$ cat src/rtl/int_ctrl.sv
// Multi-source, fixed-priority interrupt controller with MMIO register file.
// Optional macro INT_EDGE_DETECT_EN selects rising-edge sources; default is level-sensitive.
//
// state       | meaning
// ST_IDLE     | waiting; accepts interrupts when GIE is set
// ST_DISPATCH | one-cycle int_req pulse to the cpu
// ST_SERVICE  | handler running; left only by an IRET write
module int_ctrl #(
  parameter int         N_SRC      = 4,
  parameter logic [7:0] BASE_ADDR  = 8'd240,
  parameter int         VEC_STRIDE = 4
) (
  input  logic             clock,
  input  logic             reset,
  input  logic [N_SRC-1:0] src,
  input  logic [7:0]       addr,
  input  logic [7:0]       w_data,
  input  logic             w_en,
  input  logic [7:0]       ret_addr,
  output logic [7:0]       r_data,
  output logic             r_hit,
  output logic             int_req,
  output logic [7:0]       int_en,
  output logic [7:0]       int_vec
);

  typedef enum logic [1:0] {
    ST_IDLE     = 2'd0,
    ST_DISPATCH = 2'd1,
    ST_SERVICE  = 2'd2
  } state_t;

  state_t           state, state_nxt;
  logic [7:0]       vec_base;
  logic [N_SRC-1:0] mask;
  logic [N_SRC-1:0] pending;
  logic [7:0]       ret_q;
  logic [2:0]       id_q;
  logic             gie;
  logic [7:0]       int_vec_q;

  logic [7:0]       off;
  logic             wr_vec, wr_mask, wr_pend, wr_ctrl, iret;
  logic [N_SRC-1:0] req, src_evt, w1c_bits, sel_oh;
  logic [2:0]       sel;
  logic             dispatch;
  logic             in_service;
  logic [7:0]       vec_off;

  // Unsigned wrap makes addresses below BASE_ADDR fall outside the window.
  assign off   = addr - BASE_ADDR;
  assign r_hit = (off < 8'd6);

  assign wr_vec  = w_en && r_hit && (off == 8'd0);
  assign wr_mask = w_en && r_hit && (off == 8'd1);
  assign wr_pend = w_en && r_hit && (off == 8'd2);
  assign wr_ctrl = w_en && r_hit && (off == 8'd5);
  assign iret    = wr_ctrl && w_data[1] && (state == ST_SERVICE);

  assign in_service = (state == ST_SERVICE);
  assign req        = pending & mask;

`ifdef INT_EDGE_DETECT_EN
  logic [N_SRC-1:0] src_q;

  always_ff @(posedge clock) begin
    if (reset) src_q <= '0;
    else       src_q <= src;
  end

  assign src_evt = src & ~src_q;
`else
  assign src_evt = src;
`endif

  always_comb begin
    sel = 3'd0;
    for (int i = N_SRC - 1; i >= 0; i--) begin
      if (req[i]) sel = 3'(i);
    end
  end

  assign vec_off  = 8'(32'(sel) * VEC_STRIDE);
  assign w1c_bits = wr_pend ? w_data[N_SRC-1:0] : '0;
  assign sel_oh   = dispatch ? (N_SRC'(1) << sel) : '0;

  always_comb begin
    state_nxt = state;
    int_req   = 1'b0;
    int_en    = 8'h00;
    dispatch  = 1'b0;
    case (state)
      ST_IDLE: begin
        int_en = gie ? 8'h01 : 8'h00;
        if (gie && (|req)) begin
          state_nxt = ST_DISPATCH;
          dispatch  = 1'b1;
        end
      end
      ST_DISPATCH: begin
        int_req   = 1'b1;
        state_nxt = ST_SERVICE;
      end
      ST_SERVICE: begin
        if (iret) state_nxt = ST_IDLE;
      end
      default: state_nxt = ST_IDLE;
    endcase
  end

  // Capture happens on the IDLE->DISPATCH edge so vector and return address
  // are already valid while int_req is high. A same-cycle set beats any clear.
  always_ff @(posedge clock) begin
    if (reset) begin
      state     <= ST_IDLE;
      vec_base  <= 8'h00;
      mask      <= '0;
      pending   <= '0;
      ret_q     <= 8'h00;
      id_q      <= 3'd0;
      gie       <= 1'b0;
      int_vec_q <= 8'h00;
    end else begin
      state   <= state_nxt;
      pending <= (pending & ~(w1c_bits | sel_oh)) | src_evt;
      if (wr_vec)  vec_base <= w_data;
      if (wr_mask) mask     <= w_data[N_SRC-1:0];
      if (wr_ctrl) gie      <= w_data[0];
      if (dispatch) begin
        ret_q     <= ret_addr;
        id_q      <= sel;
        int_vec_q <= vec_base + vec_off;
      end
    end
  end

  assign int_vec = int_vec_q;

  always_comb begin
    r_data = 8'h00;
    if (r_hit) begin
      case (off)
        8'd0:    r_data = vec_base;
        8'd1:    r_data = 8'(mask);
        8'd2:    r_data = 8'(pending);
        8'd3:    r_data = ret_q;
        8'd4:    r_data = {in_service, 4'b0000, id_q};
        default: r_data = 8'h00;
      endcase
    end
  end

endmodule
$ cat config.mk
export PLATFORM = sky130hd
export DESIGN_NAME = int_ctrl
export DESIGN_NICKNAME = d
export VERILOG_FILES = /design/src/rtl/int_ctrl.sv
export SDC_FILE = /design/constraint.sdc
export NUM_CORES = 1
export LEC_CHECK = 0
export ABC_CLOCK_PERIOD_IN_PS = 2300
export BUFFER_PORTS_ARGS = -buffer_cell sky130_fd_sc_hd__buf_2
export CORE_MARGIN = 2
export CORE_UTILIZATION = 40
export CTS_CLUSTER_SIZE = 30
export DETAILED_ROUTE_END_ITERATION = 10
export SETUP_SLACK_MARGIN = 0.15
export SYNTH_ARGS = -nofsm -noshare
export SYNTH_HDL_FRONTEND = slang
export SYNTH_SLANG_ARGS = --single-unit
$ cat constraint.sdc
create_clock -name clock -period 2.3 [get_ports clock]
set_clock_uncertainty 0.15 [all_clocks]
set_input_delay 0.115 -clock clock [delete_from_list [all_inputs] [get_ports clock]]
set_output_delay 0.115 -clock clock [all_outputs]
set_load 0.05 [all_outputs]
== Word-level counts from Yosys, hierarchy flattened ==
Cells that the tools add are included.

* Output and inout bits: 26
* Register bits: 38

* Equal/unequal tests: 9
* Mux-type cells: 16
* Magnitude comparators: 1
* Bitwise logic cells: 5
* Reduce and logical (&&, ||, !) cells: 12
* Shift-type cells: 1
* Add/subtract/negate cells: 2

{| class="wikitable"
|+ Operator list
! kind !! number
|-
| $pmux 8 s5 || 1
|-
| $eq 8x2->1 const B || 2
|-
| $eq 8x3->1 const B || 2
|-
| $mux 3 || 3
|-
| $add 8x5->8 || 1
|-
| $and 4x4->4 || 2
|-
| $eq 8x1->1 const B || 1
|-
| $logic_and 1x1->1 || 8
|-
| $logic_not 8->1 || 1
|-
| $lt 8x3->1 const B || 1
|-
| $mux 4 || 2
|-
| $mux 8 || 1
|-
| $or 4x4->4 || 2
|-
| $sub 8x8->8 const B || 1
|-
| $mux 2 || 3
|-
| $pmux 2 s3 || 1
|-
| $mux 1 || 5
|-
| $ne 2x2->1 const B || 2
|-
| $not 4->4 || 1
|-
| $reduce_or 4->1 || 1
|-
| $shl 1x3->4 const A || 1
|-
| $eq 2x1->1 const B || 1
|-
| $eq 2x2->1 const B || 1
|-
| $logic_not 2->1 || 1
|-
| $reduce_and 2->1 || 1
|}

== Logic depth before layout (Yosys ltp) ==
* Depth after elaboration: 11
* Gate-level depth with buffers: 9
* Mapped depth without buffers: 9

== Least setup slack after synthesis ==
No wires, ideal clock.

* Path type: register -> register
* Start: register state[0]
* End: register int_vec_q[4] (netlist: int_vec[4])
* Stages on the path, launching flop included: 6
* Setup slack: 0.136 ns
* Clock period less this slack: 2.164 ns
* Arrival time: 1.882 ns
* Buffers on the path: 1
* Cell sequence: dfxtp_1 > nor3b_2 > o21ai_1 > clkbuf_1 > nand2_1 > a21oi_1

* Word-level cells in the longest chain between the ends: 2

{| class="wikitable"
|+ Ends and longest elaborated chain
! what !! line !! RTL
|-
| start, declared || 33 || <nowiki>state_t state, state_nxt;</nowiki>
|-
| start signal, assigned || 124 || <nowiki>state <= state_nxt;</nowiki>
|-
| $logic_not 2->1 || 92 || <nowiki>case (state)</nowiki>
|-
| $mux 1 || 92 ||
|-
| end signal, assigned || 132 || <nowiki>int_vec_q <= vec_base + vec_off;</nowiki>
|-
| end, declared || 40 || <nowiki>logic [7:0] int_vec_q;</nowiki>
|}

Every way passes these cells.
A chain may end at the register's enable or synchronous reset.

== Worst setup path in the final report ==
* Start: register mask[2]
* End: register int_vec_q[3] (netlist: int_vec[3])

* Word-level cells in the longest chain between the ends: 5
* Elaborated cells between the ends (all ways): 9

{| class="wikitable"
|+ Ends and longest elaborated chain
! what !! line !! RTL
|-
| start, declared || 35 || <nowiki>logic [N_SRC-1:0] mask;</nowiki>
|-
| start signal, assigned || 127 || <nowiki>if (wr_mask) mask <= w_data[N_SRC-1:0];</nowiki>
|-
| $and 4x4->4 || 61 || <nowiki>assign req = pending & mask;</nowiki>
|-
| $mux 3 (3 in a row) || 79 || <nowiki>if (req[i]) sel = 3'(i);</nowiki>
|-
| net sel[0] || 45 || <nowiki>logic [2:0] sel;</nowiki>
|-
| $add 8x5->8 || 132 ||
|}

The timed path passes the listed nets, and every way through them passes these cells.

==> results.ini <==
[run_status]
outcome=complete, no violations

[run]
max_cap_viol_count=0

[power_and_ir_drop]
pwr-share-comb=0.107
power_per_cell_area_mw_per_mm2=530
leakagePower_nw=1.02
sw_frac_of_total=0.235
totalPowerFinal_w=0.00134
internal-power_w=0.00102
share_clk_of_total_power=0.404
switchingPower_w=0.000315
irDropWorstVdd_uv=412
power.share.sequential=0.488

[cells_and_area]
design.final.nets=328
multi_input_area_mm2=0.00108
antennaDiodeCount=0
layout.filler_cells=460
layout.cells.most_common_list=49 x sky130_fd_sc_hd__buf_2, 39 x sky130_fd_sc_hd__nand2_1, 35 x sky130_fd_sc_hd__dfxtp_1
ff_latch_area_um2=743
area_growth_syn_to_layout_pct=32.4
final_common_cell=sky130_fd_sc_hd__buf_2
drive_above_1_share=0.245

[placement]
hpwlAfterDp_mm=3.49
io_buffer_count=49
place.gp.congestion=0.896

[yosys]
syn-mean-instance-area_um2=8.55
seq_area_frac_synth=0.388
ys_ff_latch=37
synth_warnings=0
cell_count_after_synthesis=223
synth_enable_flop_cells=0
synth.cell_area_mm2=0.00191
synthFlopType=sky130_fd_sc_hd__dfxtp_1
synth.lib_cells_used.distinct=44
ys_async_sr_fraction=0

[timing]
final_period_minus_worst_setup_slack_ns=2.00
tns_ns=0
hold_viol_final=0
timing_worst_slew_pin_value_ns=0.679
maxSlewHeadroom=0.544
setup_viol_count_final=0
finalMaxSlewViolations=0
fmax_mhz=499
rsz0062_at_grt=no
finalCritPeriodShare=0.871

[routing]
met3_wirelength_um=294
drt_pass1_iterations=4
dr.max_layer_used=met4
post-route-drc-count=0
routed_via_density=5.24
met2_length_mm=2.17
m1WireLength_mm=2.35
routed_wirelength_mm=4.90
antenna_viol_nets_final=0
detail_route.iter0.violations=132
via_count=1823
wire_per_inst_um=14.1

[clock_network]
worst_skew_pair_latency_ns=0.29
cts-htree-levels=2
total_number_of_clock_tree_sinks=37
numCtsBuffers=5
clockBufferDepth=2
clkSlewWorstSetupHoldPaths_ns=0.07
clockRootBuffer=sky130_fd_sc_hd__clkbuf_8
tritoncts=built

[global_route]
via_count_of_the_first_global_routing_pass=1676
initial_antenna_violation_count=0
first_pass_grt_wire_length_mm=8.00
globalRouteTotalUtil=0.195
grt_start_max_net_pins=28
global_route_congestion_overflow_total=0

[floorplan]
fp.coreArea_mm2=0.00466
design.die.area_mm2=0.00534
num_io_pins=57
floorplan.initialDensity=0.409
std_cell_rows=25
die_width_um=73.0
die_height_um=73.0

[setup_path]
arrival_time_of_data_at_the_critical_path_endpoint_ns=2.05
timing.critical_path.from_type=flip-flop
critical_path_required_ns=2.35
worst-path-max-fanout=5
setup.worst_path.end_class=flip-flop
worst-setup-path-type=reg2reg

[hold_path]
hold_path.class=in2reg

cells by family after synthesis:
kind of cell | Yosys count | share of synthesized area
adder cells (fa/ha/maj) | 3 | 0.0236
buffers and inverters | 25 | 0.0636
multiplexers | 19 | 0.123
AO/OA/AOI/OAI | 46 | 0.151
flip-flops | 37 | 0.388
AND/OR/NAND/NOR | 88 | 0.230
other | 1 | 0.00197
XOR/XNOR | 4 | 0.0184
cell usage after synthesis, types with 3 or more instances:
library cell / number / share of area
sky130_fd_sc_hd__nand2_1: 39 / 0.077
sky130_fd_sc_hd__nor2b_1: 4 / 0.013
sky130_fd_sc_hd__a21oi_1: 24 / 0.063
sky130_fd_sc_hd__xnor2_1: 3 / 0.014
sky130_fd_sc_hd__nand2b_1: 4 / 0.013
sky130_fd_sc_hd__buf_4: 7 / 0.028
sky130_fd_sc_hd__mux2i_1: 16 / 0.084
sky130_fd_sc_hd__inv_1: 8 / 0.016
sky130_fd_sc_hd__a311oi_1: 3 / 0.014
sky130_fd_sc_hd__clkbuf_1: 9 / 0.018
sky130_fd_sc_hd__a211oi_1: 5 / 0.020
sky130_fd_sc_hd__nand3_1: 6 / 0.016
sky130_fd_sc_hd__nor2_1: 22 / 0.043
sky130_fd_sc_hd__dfxtp_1: 37 / 0.39
cell type report:
cell class	count	area share
clock buffer	5	0.0273
clock inverter	2	0.0139
inverter	8	0.0119
multi-input combinational	167	0.430
sequential	37	0.294
tap	54	0.0268
timing repair buffer	75	0.196
per-layer routing:
| metal | vias up | global-route usage |
|---|---|---|
| met1 | 845 | 0.275 |
| li1 | 906 | - |
| met4 | 0 | 0.0597 |
| met2 | 64 | 0.297 |
| met3 | 8 | 0.0428 |
| met5 | - | 0 |
registers in the layout, indices dropped and copies added (netlist names):
register,cells
gie,1
id_q,2
int_vec,8
mask,4
pending,4
ret_q,8
state,2
vec_base,8
power groups by stage:
stage	combinational (W)	clock, W	sequential (W)
2_1_floorplan	0.0000794	0	0.000665
3_3_place_gp	0.000112	0	0.000668
3_5_place_dp	0.000113	0	0.000668
4_1_cts	0.000143	0.000555	0.000653
5_1_grt	0.000156	0.000581	0.000654
6_report	0.000144	0.000541	0.000654
critical path: stages (launching register included):
cell and delay, ns:
sky130_fd_sc_hd__dfxtp_1 0.40, sky130_fd_sc_hd__nand2_1 0.07, sky130_fd_sc_hd__a32oi_1 0.29, sky130_fd_sc_hd__a21oi_1 0.10, sky130_fd_sc_hd__ha_2 0.19, sky130_fd_sc_hd__inv_1 0.06
sky130_fd_sc_hd__fa_2 0.42, sky130_fd_sc_hd__a211oi_1 0.23
timing repair:
| action | in CTS | in global routing |
|---|---|---|
| endpoints found under the hold margin | 23 | 0 |
| hold buffers | 22 | 0 |
| buffers inserted | 0 | 0 |
| resized for setup | 0 | 6 |
| setup endpoints to repair | 0 | 4 |
stage by stage:
stage / setup slack, ns / hold WS, ns / instances / area (um2) / util
after floorplan: 0.419 / 0.0747 / 229 / 1940 / -
after detailed placement: 0.229 / 0.213 / 319 / 2190 / 0.469
after global placement: 0.185 / 0.200 / 319 / 2190 / 0.469
final: 0.296 / 0.127 / 348 / 2520 / 0.542
after global routing: 0.151 / 0.139 / 348 / 2520 / 0.542
after CTS: 0.212 / 0.121 / 348 / 2510 / 0.539
path summary, 6_finish.rpt:
check / startpoint / to / slack, ns / cells after the start
max: mask[2] / int_vec[3] / 0.30 / 7
max reg2reg: mask[2] / int_vec[3] / 0.30 / 7
min reg2reg: int_vec[4] / int_vec[4] / 0.30 / 2
min: w_en / gie / 0.13 / 5
Note: power is estimated with default switching activity, not from simulation.
